File: src/rtl/hazard_fwd_ctrl_p.sv
// Hazard, stall, flush and operand-forwarding controller for the 5-stage RV32IMF pipeline.
// Multicycle EX ops are sequenced by a small FSM (fixed count or ready handshake with watchdog).
module hazard_fwd_ctrl_p #(
    parameter int unsigned ADDR_W  = 5,
    parameter int unsigned NSRC    = 3,
    parameter int unsigned DIV_LAT = 8,
    parameter int unsigned WDOG    = 64,
    parameter int unsigned CNT_W   = 7
) (
    input  logic                   iCLK,
    input  logic                   iRST,
    input  logic                   iID_Valid,
    input  logic [NSRC*ADDR_W-1:0] iID_Rs,
    input  logic [NSRC-1:0]        iID_RsUse,
    input  logic [NSRC-1:0]        iID_RsBank,
    input  logic                   iID_Ctrl,
    input  logic                   iID_Redirect,
    input  logic                   iEX_Valid,
    input  logic                   iEX_RdWe,
    input  logic                   iEX_RdBank,
    input  logic [ADDR_W-1:0]      iEX_Rd,
    input  logic [1:0]             iEX_Class,
    input  logic                   iEX_FPReady,
    input  logic                   iMEM_RdWe,
    input  logic                   iMEM_RdBank,
    input  logic                   iMEM_IsLoad,
    input  logic [ADDR_W-1:0]      iMEM_Rd,
    input  logic                   iWB_RdWe,
    input  logic                   iWB_RdBank,
    input  logic [ADDR_W-1:0]      iWB_Rd,
    output logic                   oIF_Stall,
    output logic                   oID_Stall,
    output logic                   oEX_Stall,
    output logic                   oMEM_Stall,
    output logic                   oWB_Stall,
    output logic                   oIFID_Flush,
    output logic                   oIDEX_Flush,
    output logic [2*NSRC-1:0]      oFwd,
    output logic                   oMCBusy,
    output logic                   oTimeout,
    output logic [31:0]            oStallCnt
);

    typedef enum logic [1:0] {StIdle, StFixed, StVar} state_e;

    localparam bit              FixStall = (DIV_LAT > 1);
    localparam logic [CNT_W-1:0] FixInit = CNT_W'((DIV_LAT > 1) ? (DIV_LAT - 2) : 0);
    // Last VAR count: entry cycle plus WDOG-2 VAR cycles gives WDOG-1 stall cycles in total.
    localparam logic [CNT_W-1:0] WdogLast = CNT_W'(WDOG - 2);

    state_e            r_state, w_state_nxt;
    logic [CNT_W-1:0]  r_cnt, w_cnt_nxt;
    logic              r_timeout, w_timeout_set;
    logic [31:0]       r_stall_cnt;

    logic              w_full_stall;
    logic              w_load_use;
    logic              w_bubble;
    logic              w_if_stall;
    logic              w_redirect;
    logic              w_ex_fwd_ok;
    logic [NSRC-1:0]   w_m_ex, w_m_mem, w_m_wb;
    logic [2*NSRC-1:0] w_fwd;

    // State register
    always_ff @(posedge iCLK or posedge iRST) begin
        if (iRST) begin
            r_state   <= StIdle;
            r_cnt     <= '0;
            r_timeout <= 1'b0;
        end else begin
            r_state   <= w_state_nxt;
            r_cnt     <= w_cnt_nxt;
            r_timeout <= r_timeout | w_timeout_set;
        end
    end

    // Next-state logic
    always_comb begin
        w_state_nxt   = r_state;
        w_cnt_nxt     = r_cnt;
        w_timeout_set = 1'b0;
        case (r_state)
            StIdle: begin
                if (iEX_Valid && iEX_Class == 2'd2 && FixStall) begin
                    w_cnt_nxt   = FixInit;
                    w_state_nxt = StFixed;
                end else if (iEX_Valid && iEX_Class == 2'd3 && !iEX_FPReady) begin
                    w_cnt_nxt   = '0;
                    w_state_nxt = StVar;
                end
            end
            StFixed: begin
                if (r_cnt != '0) begin
                    w_cnt_nxt = r_cnt - 1'b1;
                end else begin
                    w_state_nxt = StIdle;
                end
            end
            StVar: begin
                if (iEX_FPReady) begin
                    w_state_nxt = StIdle;
                end else if (r_cnt == WdogLast) begin
                    w_timeout_set = 1'b1;
                    w_state_nxt   = StIdle;
                end else begin
                    w_cnt_nxt = r_cnt + 1'b1;
                end
            end
            default: w_state_nxt = StIdle;
        endcase
    end

    // FSM output: full pipeline stall
    always_comb begin
        w_full_stall = 1'b0;
        case (r_state)
            StIdle:  w_full_stall = iEX_Valid && ((iEX_Class == 2'd2 && FixStall) ||
                                                  (iEX_Class == 2'd3 && !iEX_FPReady));
            StFixed: w_full_stall = (r_cnt != '0);
            StVar:   w_full_stall = !iEX_FPReady && (r_cnt != WdogLast);
            default: w_full_stall = 1'b0;
        endcase
    end

    // Per-source register matches; int x0 never matches, fp f0 does
    for (genvar s = 0; s < NSRC; s++) begin : g_src
        logic [ADDR_W-1:0] w_rs;
        logic              w_ok;
        assign w_rs       = iID_Rs[s*ADDR_W +: ADDR_W];
        assign w_ok       = iID_RsUse[s] && !(!iID_RsBank[s] && w_rs == '0);
        assign w_m_ex[s]  = w_ok && iEX_Valid && iEX_RdWe && (iEX_RdBank == iID_RsBank[s]) &&
                            (iEX_Rd == w_rs);
        assign w_m_mem[s] = w_ok && iMEM_RdWe && (iMEM_RdBank == iID_RsBank[s]) &&
                            (iMEM_Rd == w_rs);
        assign w_m_wb[s]  = w_ok && iWB_RdWe && (iWB_RdBank == iID_RsBank[s]) &&
                            (iWB_Rd == w_rs);
    end

    // Multicycle results are only forwardable in the cycle they leave EX
    assign w_ex_fwd_ok = (iEX_Class == 2'd0) || (iEX_Class[1] && !w_full_stall);

    always_comb begin
        w_fwd = '0;
        for (int s = 0; s < NSRC; s++) begin
            if (w_m_ex[s] && w_ex_fwd_ok) begin
                w_fwd[2*s +: 2] = 2'd1;
            end else if (w_m_mem[s] && !iMEM_IsLoad) begin
                w_fwd[2*s +: 2] = 2'd2;
            end else if (w_m_wb[s]) begin
                w_fwd[2*s +: 2] = 2'd3;
            end
        end
    end

    assign w_load_use = ((iEX_Class == 2'd1) && (|w_m_ex)) ||
                        (iID_Ctrl && iMEM_IsLoad && (|w_m_mem));
    assign w_bubble   = w_load_use && !w_full_stall;
    assign w_if_stall = !iRST && (w_full_stall || w_bubble);
    assign w_redirect = !w_full_stall && !w_load_use && iID_Valid && iID_Ctrl && iID_Redirect;

    always_ff @(posedge iCLK or posedge iRST) begin
        if (iRST) begin
            r_stall_cnt <= '0;
        end else if (w_if_stall && r_stall_cnt != 32'hFFFF_FFFF) begin
            r_stall_cnt <= r_stall_cnt + 32'd1;
        end
    end

    assign oIF_Stall   = w_if_stall;
    assign oID_Stall   = w_if_stall;
    assign oEX_Stall   = !iRST && w_full_stall;
    assign oMEM_Stall  = !iRST && w_full_stall;
    assign oWB_Stall   = !iRST && w_full_stall;
    assign oIDEX_Flush = !iRST && w_bubble;
    assign oIFID_Flush = !iRST && w_redirect;
    assign oFwd        = iRST ? '0 : w_fwd;
    assign oMCBusy     = (r_state != StIdle);
    assign oTimeout    = r_timeout;
    assign oStallCnt   = r_stall_cnt;

endmodule

File: config.mk
export PLATFORM = sky130hd
export DESIGN_NAME = hazard_fwd_ctrl_p
export DESIGN_NICKNAME = d
export VERILOG_FILES = /design/src/rtl/hazard_fwd_ctrl_p.sv
export SDC_FILE = /design/constraint.sdc
export NUM_CORES = 1
export LEC_CHECK = 0
export CORE_MARGIN = 10
export CORE_UTILIZATION = 40
export DETAILED_ROUTE_END_ITERATION = 6
export HOLD_SLACK_MARGIN = 0.02
export PLACE_DENSITY = 0.7
export RECOVER_POWER = 100
export SLEW_MARGIN = 10
export SYNTH_ARGS = -nofsm -noshare
export SYNTH_HDL_FRONTEND = slang
export SYNTH_SLANG_ARGS = --single-unit
File: constraint.sdc
create_clock -name iCLK -period 3.5 [get_ports iCLK]
set_clock_uncertainty 0.1 [all_clocks]
set_input_delay 0.7 -clock iCLK [delete_from_list [all_inputs] [get_ports iCLK]]
set_output_delay 0.7 -clock iCLK [all_outputs]
set_load 0.01 [all_outputs]
==> results of run 1 <==
## cell type report
class	count	area, sq um
fill	717	3168
tap	105	131.4
clock buffer	5	68.82
clock inverter	3	43.79
sequential	42	1051
multi-input combinational	301	2261
timing repair buffer	146	1324
inverter	12	45.04
## cell families after synthesis
logic type,count (synthesis)
AND/OR/NAND/NOR,150
adder cells (fa/ha/maj),11
flip-flops,42
AO/OA/AOI/OAI,50
buffers and inverters,20
XOR/XNOR,90
## Yosys cell counts, types with 3 or more instances
master	n	area, sq um
or3_1	4	25.02
a21o_1	3	22.52
dfrtp_1	42	1051
nand3_1	23	115.1
xnor2_1	63	551.8
ha_1	10	125.1
nor3_1	21	105.1
nor4_1	4	25.02
xor2_1	27	236.5
a31oi_1	3	18.77
nor2b_1	3	18.77
o31ai_4	4	85.08
nand4_1	22	137.6
nor2_1	22	82.58
buf_4	4	30.03
o21ai_0	14	70.07
and3_1	4	25.02
nand2_1	28	105.1
inv_1	12	45.04
and2_1	5	31.28
a21oi_1	13	65.06
## through the flow
step	instances	cell area [sq um]	utilization	total power [uW]
after floorplan	363	3289	-	1227
after global placement	601	4683	0.5787	1566
after detailed placement	601	4683	0.5787	1596
after CTS	613	4861	0.6006	2003
after global routing	614	4925	0.6085	2143
final	614	4925	0.6085	1988
## timing repair
item / 4_1_cts / 5_1_grt
endpoints found under the setup margin: 12 / 13
gates resized for setup: 69 / 30
setup buffers: 4 / 1
hold buffers: 0 / 0
pin swaps: 11 / 13
## placed cells by master (no fill, tap or decap), types with 14 or more instances in the layout
master and n:
buf_4 45, clkdlybuf4s50_1 24, dfrtp_1 42, dlygate4sd3_1 36
nand2_1 28, nand3_1 23, nand4_1 22, nor2_1 21
nor3_1 18, o21ai_0 14, xnor2_1 62, xor2_1 27
## final timing paths
kind / startpoint / endpoint
setup / recovery: iID_Rs[8] / oID_Stall
hold / removal: oTimeout / oTimeout
setup reg to reg: r_state[0] / r_cnt[6]
hold reg to reg: oTimeout / oTimeout
max in group asynchronous: iRST / oStallCnt[6]
min in group asynchronous: iRST / r_state[1]
## power by group through the flow
stage,Sequential [uW],Combinational (uW),Clock (uW)
2_1_floorplan,627,600,0
3_3_place_gp,633,933,0
3_5_place_dp,636,960,0
4_1_cts,628,974,401
5_1_grt,639,1090,418
6_report,626,967,395
## sequential cells by signal, summed over array words and instances (netlist names)
register and count:
oStallCnt 32, oTimeout 1, r_cnt 7, r_state 2
## worst max-delay path, cell delays in order
cell and delay, ns:
clkdlybuf4s15_1 0.18, or4_4 0.49, o31ai_4 0.30, nor3_4 0.08, o311a_4 0.36, or3_4 0.39
buf_6 0.13
## layer usage
layer / share of wire / track usage / vias up
li1: - / - / 1579
met1: 0.40 / 0.1855 / 1525
met2: 0.50 / 0.2795 / 119
met3: 0.077 / 0.05844 / 21
met4: 0.023 / 0.05208 / 0
met5: 0 / 0 / -
==> results.txt, run 1 <==
----------------------------------------------------
[Timing]
  Final worst-path setup slack ... 0.06015 ns
  Final setup violation count ... 0
  Slew @ Worst Pin ... 1.033 ns
  Number of max-slew violations in the final report ... 0
  Final TNS setup ... 0 ns
  Setup repair after global routing missed its margin ... yes
  Final hold violation count ... 0
  Final critical path time including I/O delays and setup ... around 3.4 ns
  Final worst path period share ... 0.9828
  WHS ... 0.3665 ns
  Worst slew slack as a fraction of its limit ... 0.3116
  Highest Clock Rate ... around 0.29 GHz

[Setup path]
  Number of cells on the worst reg-to-reg path ... 11
  Startpoint kind of the worst setup timing path ... input pin
  Critical Path Sink Type ... output pin
  Data arrival time of the worst path ... 2.64 ns
  Largest fanout on the critical path ... 3
  Worst-case register-to-register setup slack ... between 0.8 and 0.9 ns
  Category of the critical setup timing path ... input pin to output pin
  Data required time of the worst path ... about 2.7 ns

[Synthesis]
  Post-synthesis sequential element count ... 42
  Fraction of the yosys area taken by sequential cells ... 0.3195
  Post-synth net total ... 426
  Post-synthesis share of cell area spent on full adders, half adders and majority gates ... 0.04412
  Warning count from the yosys run ... 0
  Synth Instances ... 363
  Area fraction in compound gates after synthesis ... 0.1229
  XOR/XNOR Fraction of Synth Area ... 0.2396
  Number of enable flip-flop cells after synthesis ... 0
  Mapped Area ... around 3300 sq um
  Average cell area after synthesis ... 9.062 sq um
  Number of library cell types mapped by synthesis ... 47
  Main combinational cell family by area after synthesis ... simple AND/OR/NAND/NOR gates
  Fraction of the mapped netlist area in simple logic gates ... 0.2438
  Multiplexer fraction of the synthesized cell area ... 0
  Predominant post-synthesis flop cell ... dfrtp_1
  Proportion of synthesized flip-flops having asynchronous set or reset ... 1.000

[Global route]
  Overflow left after global routing ... 0
  Wire length of the first global-routing pass ... 17.27 mm
  Number of global-route vias before repair ... 3494
  Antenna violations before repair ... 0
  Total Routing Usage GR ... 0.1637
  Maximum number of pins on one net before global-route repair ... 43

[Run status]
  Run status ... complete, no violations

[Clock tree]
  Clock transition at the register clock pins on the worst setup and hold paths after CTS ... approximately 0.09 ns
  Clock tree from TritonCTS ... built
  Number of buffers inserted during clock tree synthesis ... 5
  Number of buffers on the longest clock path ... 2
  TritonCTS sink count ... 42
  Later-pin clock latency in the skew report ... 0.30 ns
  CTS H-Tree Depth ... 2
  Cell at the root of the clock tree ... clkbuf_8

[Finish]
  Area Growth Syn to Fin ... 49.71%
  Fraction of final layout cells with drive strength greater than 1 ... 0.1906
  Inserted Diodes ... 0
  Count of nets after finishing ... 571

[Pwr]
  Worst IR drop on VDD ... about 250 uV
  Fraction of power spent switching nets ... 0.3781
  Cell-internal power ... between 1000 and 1500 uW
  Part of the power in combinational logic ... 0.487
  Register share of total power ... 0.315
  Switching power summed over all nets ... 751.8 uW
  Share of power burned in the clock network ... 0.199
  Static Leakage ... 0.002333 uW
  Ratio of total power to cell area ... 403.7 nW/um^2

[Min path]
  Number of cells on the worst hold path ... 1
  Type of the worst min-delay path ... flip-flop to flip-flop

[Die]
  Ports ... 99
  Width of the chip ... 110.7 microns
  Die Area ... 12250 sq um
  Number of core rows ... 33
  Starting density of the core ... 0.4065
  Die Y-Extent ... 110.7 microns
  Core footprint ... about 8100 sq um

[Place]
  Detailed Place HPWL ... 8.372 mm
  Count of port buffers added during placement ... 98
  Post-Place Setup Slack ... -0.7543 ns
  GP Congestion ... about 0.95

[Route]
  Via density per instance ... 5.283
  Detail-routed net length per standard cell ... 16.56 microns
  Routed wire length ... 10.17 mm
  Drc violations ... 0
  Drt initial violations ... ~140
  Detailed-router iteration count before antenna repair ... 4
  Antenna-violating nets left ... 0
  Total number of vias ... 3244

[Run]
  Number of max-cap violations ... 0

----------------------------------------------------
Power figures use the tool's default switching activity.
==> run 2, diff against run 1 <==
CAP_MARGIN = 20   (was default)
SLEW_MARGIN = default   (was 10)
==> results of run 2 <==
Same layout as run 1: the final DEF is identical, and so are final timing and power.
